==> src/rtl/bubble_output_serializer_if.sv <==
// Signal bundle between the bubble timing generator, the page/bootloop
// buffer RAM and the bubble output serializer.
//   ACCTYPE      : access type (3'b110 BOOT, 3'b111 USER, bit[1]=0 idle)
//   BOUTCYCLENUM : output cycle number, 13'h1FFF = not started
//   nBOUTCLKEN   : single-cycle active-low launch strobe
//   nNOBUBBLE    : active-low "force no bubble" for the current launch
//   BUFADDR      : buffer RAM word address
//   BUFRD        : one-cycle buffer RAM read strobe
//   BUFDATA      : buffer RAM read data, two cycles after BUFRD
//   DOUT         : serial bubble data {odd, even}, 0 = bubble
//   UNDERRUN     : sticky "launch found no valid word" flag
// modport master is the serializer side, modport slave is the environment.
interface bubble_output_serializer_if;
    logic [2:0]  ACCTYPE;
    logic [12:0] BOUTCYCLENUM;
    logic        nBOUTCLKEN;
    logic        nNOBUBBLE;
    logic [10:0] BUFADDR;
    logic        BUFRD;
    logic [15:0] BUFDATA;
    logic [1:0]  DOUT;
    logic        UNDERRUN;

    modport master (
        input  ACCTYPE, BOUTCYCLENUM, nBOUTCLKEN, nNOBUBBLE, BUFDATA,
        output BUFADDR, BUFRD, DOUT, UNDERRUN
    );

    modport slave (
        output ACCTYPE, BOUTCYCLENUM, nBOUTCLKEN, nNOBUBBLE, BUFDATA,
        input  BUFADDR, BUFRD, DOUT, UNDERRUN
    );
endinterface

==> src/rtl/bubble_output_serializer.sv <==
// Bubble output serializer: prefetches the 16-bit buffer word addressed by
// the current output cycle number, then on each launch strobe drives one
// bit pair of that word onto the two serial bubble lines for PULSE_LEN
// MCLK cycles before returning them to idle (2'b11).
// Ports:
//   MCLK   : master clock (only clock)
//   SYSRST : synchronous active-high reset
//   bus    : timing inputs, buffer RAM bus and serial outputs (master side)
module bubble_output_serializer #(
    parameter int          PULSE_LEN = 120,
    parameter logic [10:0] USER_BASE = 11'd1024
) (
    input logic                        MCLK,
    input logic                        SYSRST,
    bubble_output_serializer_if.master bus
);
    localparam int CNT_W = $clog2(PULSE_LEN + 1);

    typedef enum logic [1:0] {IDLE, REQ, WAIT1, WAIT2} fetch_state_t;

    fetch_state_t     state;
    logic [10:0]      last_addr;
    logic             word_valid;
    logic [15:0]      word_reg;
    logic [CNT_W-1:0] pulse_cnt;

    logic [9:0]  word_index;
    logic [2:0]  pair_index;
    logic [10:0] target_addr;
    logic        active;
    logic        word_hit;
    logic [1:0]  launch_pair;

    assign word_index  = bus.BOUTCYCLENUM[12:3];
    assign pair_index  = bus.BOUTCYCLENUM[2:0];
    // ACCTYPE[0] separates USER (offset into the user page area) from BOOT.
    assign target_addr = bus.ACCTYPE[0] ? (USER_BASE + {1'b0, word_index})
                                        : {1'b0, word_index};
    assign active      = bus.ACCTYPE[1] && (bus.BOUTCYCLENUM != 13'h1FFF);
    assign word_hit    = word_valid && (last_addr == target_addr);
    // A stored 1 means "bubble", which is driven as 0 on the line.
    assign launch_pair = ~{word_reg[{pair_index, 1'b1}], word_reg[{pair_index, 1'b0}]};

    // Fetch FSM: the read strobe, address and last_addr are registered when
    // entering REQ, so BUFRD is high exactly while the FSM sits in REQ.
    always_ff @(posedge MCLK) begin
        if (SYSRST) begin
            state      <= IDLE;
            bus.BUFRD  <= 1'b0;
            bus.BUFADDR <= '0;
            last_addr  <= '0;
            word_valid <= 1'b0;
        end else begin
            case (state)
                IDLE: begin
                    if (!active) begin
                        word_valid <= 1'b0;
                    end else if (!word_hit) begin
                        state       <= REQ;
                        bus.BUFRD   <= 1'b1;
                        bus.BUFADDR <= target_addr;
                        last_addr   <= target_addr;
                        word_valid  <= 1'b0;
                    end
                end
                REQ: begin
                    bus.BUFRD <= 1'b0;
                    state     <= WAIT1;
                end
                WAIT1: state <= WAIT2;
                WAIT2: begin
                    // RAM data is valid now; a target change seen during the
                    // wait is picked up by the IDLE compare next cycle.
                    word_valid <= 1'b1;
                    state      <= IDLE;
                end
                default: state <= IDLE;
            endcase
        end
    end

    // Word register carries data only; word_valid qualifies it.
    always_ff @(posedge MCLK) begin
        if (state == WAIT2) begin
            word_reg <= bus.BUFDATA;
        end
    end

    // Output pulse generator: access end beats launch, launch beats expiry.
    always_ff @(posedge MCLK) begin
        if (SYSRST) begin
            bus.DOUT     <= 2'b11;
            bus.UNDERRUN <= 1'b0;
            pulse_cnt    <= '0;
        end else if (!bus.ACCTYPE[2]) begin
            bus.DOUT  <= 2'b11;
            pulse_cnt <= '0;
        end else if (!bus.nBOUTCLKEN) begin
            pulse_cnt <= CNT_W'(PULSE_LEN - 1);
            if (!bus.ACCTYPE[1] || !bus.nNOBUBBLE) begin
                bus.DOUT <= 2'b11;
            end else if (word_hit) begin
                bus.DOUT <= launch_pair;
            end else begin
                bus.DOUT     <= 2'b11;
                bus.UNDERRUN <= 1'b1;
            end
        end else if (pulse_cnt == '0) begin
            bus.DOUT <= 2'b11;
        end else begin
            pulse_cnt <= pulse_cnt - CNT_W'(1);
        end
    end
endmodule

==> src/flat_wrapper.sv <==
// flat-port wrapper written by rule: the top's interface ports become plain ports
module bubble_output_serializer_flat 
#(
    parameter int          PULSE_LEN = 120,
    parameter logic [10:0] USER_BASE = 11'd1024
)
  (MCLK, SYSRST, bus_ACCTYPE, bus_BOUTCYCLENUM, bus_nBOUTCLKEN, bus_nNOBUBBLE, bus_BUFDATA, bus_BUFADDR, bus_BUFRD, bus_DOUT, bus_UNDERRUN);
  bubble_output_serializer_if bus_i ();
  input logic MCLK;
  input logic SYSRST;
  input wire logic [$bits(bus_i.ACCTYPE)-1:0] bus_ACCTYPE;
  input wire logic [$bits(bus_i.BOUTCYCLENUM)-1:0] bus_BOUTCYCLENUM;
  input wire logic [$bits(bus_i.nBOUTCLKEN)-1:0] bus_nBOUTCLKEN;
  input wire logic [$bits(bus_i.nNOBUBBLE)-1:0] bus_nNOBUBBLE;
  input wire logic [$bits(bus_i.BUFDATA)-1:0] bus_BUFDATA;
  output wire logic [$bits(bus_i.BUFADDR)-1:0] bus_BUFADDR;
  output wire logic [$bits(bus_i.BUFRD)-1:0] bus_BUFRD;
  output wire logic [$bits(bus_i.DOUT)-1:0] bus_DOUT;
  output wire logic [$bits(bus_i.UNDERRUN)-1:0] bus_UNDERRUN;
  assign bus_i.ACCTYPE = bus_ACCTYPE;
  assign bus_i.BOUTCYCLENUM = bus_BOUTCYCLENUM;
  assign bus_i.nBOUTCLKEN = bus_nBOUTCLKEN;
  assign bus_i.nNOBUBBLE = bus_nNOBUBBLE;
  assign bus_i.BUFDATA = bus_BUFDATA;
  assign bus_BUFADDR = bus_i.BUFADDR;
  assign bus_BUFRD = bus_i.BUFRD;
  assign bus_DOUT = bus_i.DOUT;
  assign bus_UNDERRUN = bus_i.UNDERRUN;
  bubble_output_serializer #(.PULSE_LEN(PULSE_LEN), .USER_BASE(USER_BASE)) u_core (.MCLK(MCLK), .SYSRST(SYSRST), .bus(bus_i));
endmodule
==> config.mk <==
export PLATFORM = sky130hd
export DESIGN_NAME = bubble_output_serializer_flat
export DESIGN_NICKNAME = d
export VERILOG_FILES = /design/src/rtl/bubble_output_serializer_if.sv /design/src/rtl/bubble_output_serializer.sv /design/src/flat_wrapper.sv
export SDC_FILE = /design/constraint.sdc
export NUM_CORES = 1
export LEC_CHECK = 0
export BUFFER_PORTS_ARGS = -buffer_cell sky130_fd_sc_hd__buf_2
export CELL_PAD_IN_SITES_DETAIL_PLACEMENT = 1
export CELL_PAD_IN_SITES_GLOBAL_PLACEMENT = 1
export CORE_AREA = 2 2 54 94
export DETAILED_ROUTE_END_ITERATION = 10
export DIE_AREA = 0 0 56 96
export PLACE_DENSITY_LB_ADDON = 0.1
export SYNTH_ARGS = -nofsm -noshare
export SYNTH_HDL_FRONTEND = slang
export SYNTH_SLANG_ARGS = --single-unit
export TNS_END_PERCENT = 30
==> constraint.sdc <==
create_clock -name MCLK -period 2.2 [get_ports MCLK]
set_input_delay 0.22 -clock MCLK [delete_from_list [all_inputs] [get_ports MCLK]]
set_output_delay 0.22 -clock MCLK [all_outputs]
set_load 0.01 [all_outputs]
### Yosys cells after proc, flatten, opt, wreduce, memory -nomap -nowiden

Cells that the tools add are included.

| word-level totals | value |
|---|---|
| input port bits | 36 |
| bits in registers | 41 |
| logic and storage cells | 64 |
| output and inout port bits | 15 |

| cells by class | value |
|---|---|
| order comparisons | 2 |
| eq/ne operators | 10 |
| reductions and logical operators | 16 |
| bitwise gates (word level) | 5 |
| add/subtract/negate cells | 2 |
| mux-type cells | 20 |

Operator list:

| kind | number |
|---|---|
| $mux 7 | 2 |
| $ne 13x13->1 const B | 1 |
| $mux 2 | 6 |
| $add 11x10->11 const A | 1 |
| $eq 11x11->1 | 1 |
| $mux 11 | 1 |
| $lt 4x5->1 const B | 2 |
| $pmux 2 s4 | 1 |
| $logic_not 7->1 | 1 |
| $sub 7x1->7 const B | 1 |
| $bmux 1 s3 | 2 |
| $mux 1 | 6 |
| $reduce_and 3->1 | 2 |
| $eq 2x2->1 const B | 2 |
| $ne 2x1->1 const B | 2 |
| $ne 2x2->1 const B | 2 |
| $not 1->1 | 4 |
| $pmux 1 s2 | 2 |
| $reduce_and 2->1 | 2 |
| $reduce_and 4->1 | 1 |
| $reduce_bool 2->1 | 2 |
| $ne 3x3->1 const B | 1 |
| $reduce_or 3->1 | 1 |
| $eq 2x1->1 const B | 1 |
| 6 further kinds | 8 |

### Depth between registers and ports, before layout

Gate-level depths: netlist of run 1.

| logic depth | value |
|---|---|
| depth in word-level cells | 7 |
| mapped depth | 7 |
| gate-level depth less buffers | 6 |

### Least setup slack after synthesis of run 1

Ideal clock, no wire load.

| timing path | value |
|---|---|
| path type | flip-flop to flip-flop |
| start point | register u_core.last_addr[9] |
| end point | register u_core.last_addr[0] |
| clock period less this slack | 1.480 ns |
| arrival | 1.361 ns |
| cell stages (with the launch flop) | 7 |
| buffers on the path | 1 |
| library setup time | 0.120 ns |
| setup slack | 0.720 ns |
| required time | 2.080 ns |
| path through | dfxtp_1 xnor2_1 nand4_1 nor3_4 nor3_2 buf_6 mux2i_1 |

| on the way | value |
|---|---|
| longest elaborated chain between the ends | 4 |

Ends and longest elaborated chain:

| item | line | text |
|---|---|---|
| start: declaration | bubble_output_serializer.sv:22 | `logic [10:0] last_addr;` |
| start signal: assignment | bubble_output_serializer.sv:62 | `last_addr <= target_addr;` |
| $eq 11x11->1 | bubble_output_serializer.sv:40 | `assign word_hit = word_valid && (last_addr == target_addr);` |
| $logic_and 1x1->1 | bubble_output_serializer.sv:40 |  |
| $not 1->1 (no source line) | -- |  |
| $reduce_and 3->1 (no source line) | -- |  |

No other way between the ends.
A chain may end at the register's enable or synchronous reset.

### Worst setup path in the final report of run 1

| timing path | value |
|---|---|
| start point | register u_core.state[0] |
| end point | register u_core.last_addr[0] |

| on the way | value |
|---|---|
| longest elaborated chain between the ends | 2 |

Ends and longest elaborated chain:

| item | line | text |
|---|---|---|
| start: declaration | bubble_output_serializer.sv:21 | `fetch_state_t state;` |
| start signal: assignment | bubble_output_serializer.sv:48 | `state <= IDLE;` |
| start signal: assignment | bubble_output_serializer.sv:59 | `state <= REQ;` |
| start signal: assignment | bubble_output_serializer.sv:68 | `state <= WAIT1;` |
| $logic_not 2->1 | bubble_output_serializer.sv:54 | `case (state)` |
| $reduce_and 3->1 (no source line) | -- |  |

No other way between the ends.

==> impl_metrics.csv, run 1 <==
group,metric,value,unit
route,vias,1469,
cells_and_area,layout.nets,263,
run,cap_violations,0,
synthesis,synth_area_per_cell,11.6,um2
grt,antenna_found_initial,0,
run_status,outcome,"finished clean",
synthesis,synth_ff_type,"dfxtp_1",
sta,finalSetupViolations,0,
cts,post_cts_buffers,0,
synthesis,yosysTopAreaCellShare,25.2,%
sta,rsz0062_at_grt,"no",
die,die_area,5380,um2
route,ant_nets,0,
cts,cts_tree,"done",
synthesis,synth_cells,171,
grt,grt_pass1_wl,7220,um
synthesis,yosysSeqAreaShare,49.5,%
die,std_cell_rows,33,
route,wl_per_cell,16.3,um
cts,cts-root-buf,"clkbuf_8",
worst_setup_path,regToRegSetupSlack,0.29,ns
route,drc,0,
worst_setup_path,slowest_delay,0.64,ns
cells_and_area,largest_register_ff_count,16,
placement,gp_congestion,0.746,
hold_path,hold_start,"bus_BUFDATA[12]",
power_and_ir_drop,p_per_area,845,nW/um2
cells_and_area,insertedDiodeCount,0,
worst_setup_path,worstReg2RegStart,"u_core.state[0]$_SDFFE_PP0P_",
cts,numCtsBuffers,5,
worst_setup_path,required,2.41,ns
synthesis,synth_largest_area_cell,"dfxtp_1",
sta,min_period,1.91,ns
power_and_ir_drop,p_leak,0.941,nW
hold_path,hold_class,"primary input to register",
die,core,4620,um2
grt,track_usage,17.7,%
worst_setup_path,cp-startpoint,"u_core.state[0]$_SDFFE_PP0P_",
route,dr_wl_met3,190,um
cells_and_area,drive_above_1_share,30.5,%
worst_setup_path,critPathCaptureType,"register",
die,die_y,96,um
cts,cts.sinks,41,
cts,postCtsHoldBufs,0,
cells_and_area,post-route-util,51.0,%
synthesis,ys_async_sr_fraction,0,%
worst_setup_path,path_buf_inv,1,
worst_setup_path,cp_max_fo,11,
route,routed_wl,4480,um
cells_and_area,instances_no_fill,275,
route,top_layer,"met4",
cts,cts.clk_slew.worst_paths,0.08,ns
cts,cts_max_level,2,
route,viasPerCell,5.34,
sta,fin_skew,0.00449,ns
worst_setup_path,crit_chain,"inv_1 > ha_1 > nand2_1 > nor3_4 > mux2i_1",
sta,finalHoldViolCount,0,
synthesis,yosysWarnings,0,
sta,worstMarginPinSlew,0.695,ns
die,die-width,56,um
synthesis,synth_edf_count,16,
grt,grt_pass1_vias,1628,
die,initial_utilization,42.9,%
placement,io_buffers,50,
worst_setup_path,crit_path_start_kind,"register",
cts,cts.path.max_buffers,2,
synthesis,synthTopCellsByCount,"25 x dfxtp_1, 25 x nand2b_1, 16 x edfxtp_1",
synthesis,synthesis.area,1980,um2
synthesis,synthTopCellsByArea,"dfxtp_1 25%, edfxtp_1 24%, nand2b_1 7.9%",
sta,tns,0,ns
sta,max-slew-margin-rel,53.5,%
placement,dp.cells,267,
die,num_io_pins,51,
synthesis,synth.net_count,212,
cts,cts_resized,0,
cts,clkLatencyLatePin,0.29,ns
placement,hpwl,3670,um
worst_setup_path,cp.arrival,2.12,ns
grt,grt_max_degree,33,
route,wl_met1,1500,um
sta,fmax,524,MHz
power_and_ir_drop,vdd_ir_drop_max,0.517,mV
synthesis,synth.distinct_cells,38,
route,drt_iter0_drc,28,
route,dr_wl_met2,2660,um
cells_and_area,syn2layout_area_growth,18.9,%
worst_setup_path,crit_slowest_cell,"nor3_4",
sta,holdWs,0.102,ns
worst_setup_path,cp_top_family,"simple AND/OR/NAND/NOR gates",
route,first_pass_iters,4,
grt,grt-ovfl-total,0,
sta,drv_slew,0,
worst_setup_path,path_class,"register to register",
synthesis,ys_ff_latch,41,
sta,fin_crit_sh,86.7,%
==> final cells by class <==
cell class / instances / area, um2
clock buffer: 6 / 72.6
clock inverter: 2 / 10.0
fill: 533 / 2270
inverter: 6 / 22.5
multi-input combinational: 117 / 948
sequential: 41 / 981
tap: 52 / 65.1
timing repair buffer: 51 / 258
==> per-layer routing <==
metal | global-route usage [%] | vias up
met5 | 0 | -
met4 | 8.13 | 0
met3 | 4.03 | 13
met2 | 36.0 | 46
met1 | 16.2 | 699
li1 | - | 711
==> path summary, 6_finish.rpt <==
| path | to | depth (start not counted) |
|---|---|---|
| worst max register to register | u_core.last_addr[0]$_SDFFE_PP0P_ | 5 |
| worst max-delay path | u_core.last_addr[0]$_SDFFE_PP0P_ | 5 |
| worst min-delay path | u_core.word_reg[12]$_DFFE_PP_ | 1 |
| worst min register to register | u_core.bus.UNDERRUN$_SDFFE_PP0P_ | 2 |
==> cells by family (layout without fill, tap and decap cells) <==
group / count (synthesis) / count (layout) / share of synthesized area, %
xor+xnor: 15 / 15 / 6.62
compound gates: 18 / 18 / 5.62
fa+ha+maj: 5 / 5 / 3.15
simple gates: 60 / 60 / 19.9
flops: 41 / 41 / 49.5
mux: 19 / 19 / 12.2
buf+inv: 13 / 65 / 3.03
==> report_power, final <==
part / switching, W / internal [W]
sequential: 0.0000842 / 0.000905
combinational: 0.000275 / 0.000256
clock: 0.000252 / 0.000220
total: 0.000611 / 0.00138
==> cell usage in the layout, fill, tap and decap left out <==
cell and instances:
a21o_1 1, nand2_1 6, buf_2 50, o21ai_0 2, ha_1 5, mux2i_1 13
xnor2_1 13, nand2b_1 25, clkbuf_1 1, a31oi_1 3, buf_4 1, o31a_1 1
nand4b_1 1, o211ai_1 1, o311ai_0 1, nand4bb_1 2, mux4_2 4, nand3_2 1
nor3b_1 1, nor2_1 6, nand4_1 6, nor3_1 4, edfxtp_1 16, inv_1 6
nand3b_1 1, a21oi_1 8, clkinv_2 2, nand3_1 1, nor4_4 1, nor4b_1 1
or4b_1 1, mux2_2 2, nor3_4 2, or2b_1 1, xor2_1 2, o311a_1 1
dfxtp_1 25, clkbuf_8 5
==> per-stage QoR <==
stage          total power, W  cell area (um2)  worst slack (ns)
6_report              0.00199             2360             0.292
5_1_grt               0.00211             2360             0.187
4_1_cts               0.00202             2350           0.00458
3_5_place_dp          0.00154             2270            0.0120
3_3_place_gp          0.00149             2270             0.227
2_1_floorplan         0.00135             1980             0.720
Power figures use the tool's default switching activity.
==> run 2: changes to the inputs <==
- CORE_AREA: 2 2 54 94 -> 2 2 53 92
- CTS_BUF_LIST: default -> sky130_fd_sc_hd__clkbuf_4 sky130_fd_sc_hd__clkbuf_8
- DIE_AREA: 0 0 56 96 -> 0 0 55 94
==> impl_metrics.csv, run 2 (same netlist as run 1, synthesis figures left out) <==
group,metric,value,unit
die,num_io_pins,51,
cells_and_area,drive_above_1_share,30.9,%
die,core,4400,um2
hold_path,hold_start,"bus_BUFDATA[2]",
grt,grt_pass1_wl,7280,um
cts,cts_tree,"done",
grt,track_usage,19.6,%
sta,max-slew-margin-rel,52.8,%
route,routed_wl,4430,um
grt,grt-ovfl-total,0,
die,std_cell_rows,32,
die,die_y,94,um
die,die_area,5170,um2
die,initial_utilization,45.0,%
grt,antenna_found_initial,0,
power_and_ir_drop,p_leak,0.948,nW
run_status,outcome,"finished clean",
hold_path,hold_class,"primary input to register",
sta,fin_crit_sh,85.9,%
cells_and_area,post-route-util,53.8,%
sta,fin_skew,0.00609,ns
cells_and_area,insertedDiodeCount,0,
sta,min_period,1.89,ns
cells_and_area,layout.nets,263,
route,viasPerCell,5.39,
cts,clkLatencyLatePin,0.29,ns
cts,postCtsHoldBufs,0,
cts,numCtsBuffers,5,
route,drt_iter0_drc,22,
sta,tns,0,ns
cells_and_area,largest_register_ff_count,16,
sta,finalHoldViolCount,0,
worst_setup_path,crit_path_start_kind,"register",
sta,finalSetupViolations,0,
worst_setup_path,worstReg2RegStart,"u_core.state[0]$_SDFFE_PP0P_",
die,die-width,55,um
route,wl_per_cell,16.2,um
run,cap_violations,0,
grt,grt_max_degree,33,
cts,cts.path.max_buffers,2,
sta,rsz0062_at_grt,"no",
cts,cts-root-buf,"clkbuf_8",
cells_and_area,syn2layout_area_growth,19.6,%
cts,cts.sinks,41,
sta,worstMarginPinSlew,0.705,ns
worst_setup_path,required,2.41,ns
placement,gp_congestion,0.708,
cts,cts.clk_slew.worst_paths,0.08,ns
worst_setup_path,cp-startpoint,"u_core.state[0]$_SDFFE_PP0P_",
route,ant_nets,0,
cts,cts_resized,1,
cells_and_area,layout_commonest_cell,"buf_2",
sta,fmax,529,MHz
cts,cts_max_level,2,
grt,grt_pass1_vias,1629,
worst_setup_path,critPathCaptureType,"register",
worst_setup_path,cp_max_fo,11,
sta,holdWs,0.101,ns
power_and_ir_drop,p_per_area,862,nW/um2
worst_setup_path,path_class,"register to register",
route,drc,0,
placement,hpwl,3490,um
worst_setup_path,cp.arrival,2.10,ns
route,vias,1478,
placement,io_buffers,50,
cells_and_area,layout_common_cells,"50 x buf_2, 25 x nand2b_1, 25 x dfxtp_1",
sta,drv_slew,0,
cts,post_cts_buffers,0,
power_and_ir_drop,vdd_ir_drop_max,0.497,mV
route,first_pass_iters,4,
## run 2: where the power goes
group	switching, W	leakage (nW)	total (W)	internal (W)
clock	0.000248	0.0523	0.000529	0.000281
sequential	0.0000846	0.350	0.000990	0.000906
combinational	0.000270	0.546	0.000526	0.000256
total	0.000602	0.948	0.00204	0.00144
## run 2: worst paths after layout
path,endpoint,slack [ns],cells past startpoint
worst max-delay path,u_core.last_addr[1]$_SDFFE_PP0P_,0.31,5
worst min-delay path,u_core.word_reg[2]$_DFFE_PP_,0.10,1
worst max register to register,u_core.last_addr[1]$_SDFFE_PP0P_,0.31,5
worst min register to register,u_core.pulse_cnt[6]$_SDFFE_PP0P_,0.47,2
## run 2: layer usage
layer	track usage (%)	up-vias	part of all wire [%]
li1	-	715	-
met1	19.9	727	35
met2	37.7	34	61
met3	3.82	2	3.7
met4	5.49	0	0.59
met5	0	-	0
## run 2: stage by stage
| step | area (um2) | total power (W) | std cells | setup WS (ns) |
|---|---|---|---|---|
| 2_1_floorplan | 1980 | 0.00135 | 171 | 0.720 |
| 3_3_place_gp | 2270 | 0.00149 | 266 | 0.235 |
| 3_5_place_dp | 2270 | 0.00153 | 266 | 0.00422 |
| 4_1_cts | 2370 | 0.00207 | 274 | 0.272 |
| 5_1_grt | 2370 | 0.00218 | 274 | 0.0728 |
| 6_report | 2370 | 0.00204 | 274 | 0.310 |
## run 2: layout make-up
type                    instances  area [um2]
clock buffers                   8        97.6
fillers                       491        2030
inverters                       6        22.5
multi-input cells             117         948
flip-flops and latches         41         981
well taps                      51        63.8
repair buffers                 51         258
## run 2: critical path, stage by stage (launching register included)
cell	delay, ns
dfxtp_1	0.34
inv_1	0.11
ha_1	0.27
nand2_1	0.16
nor3_4	0.64
mux2i_1	0.28
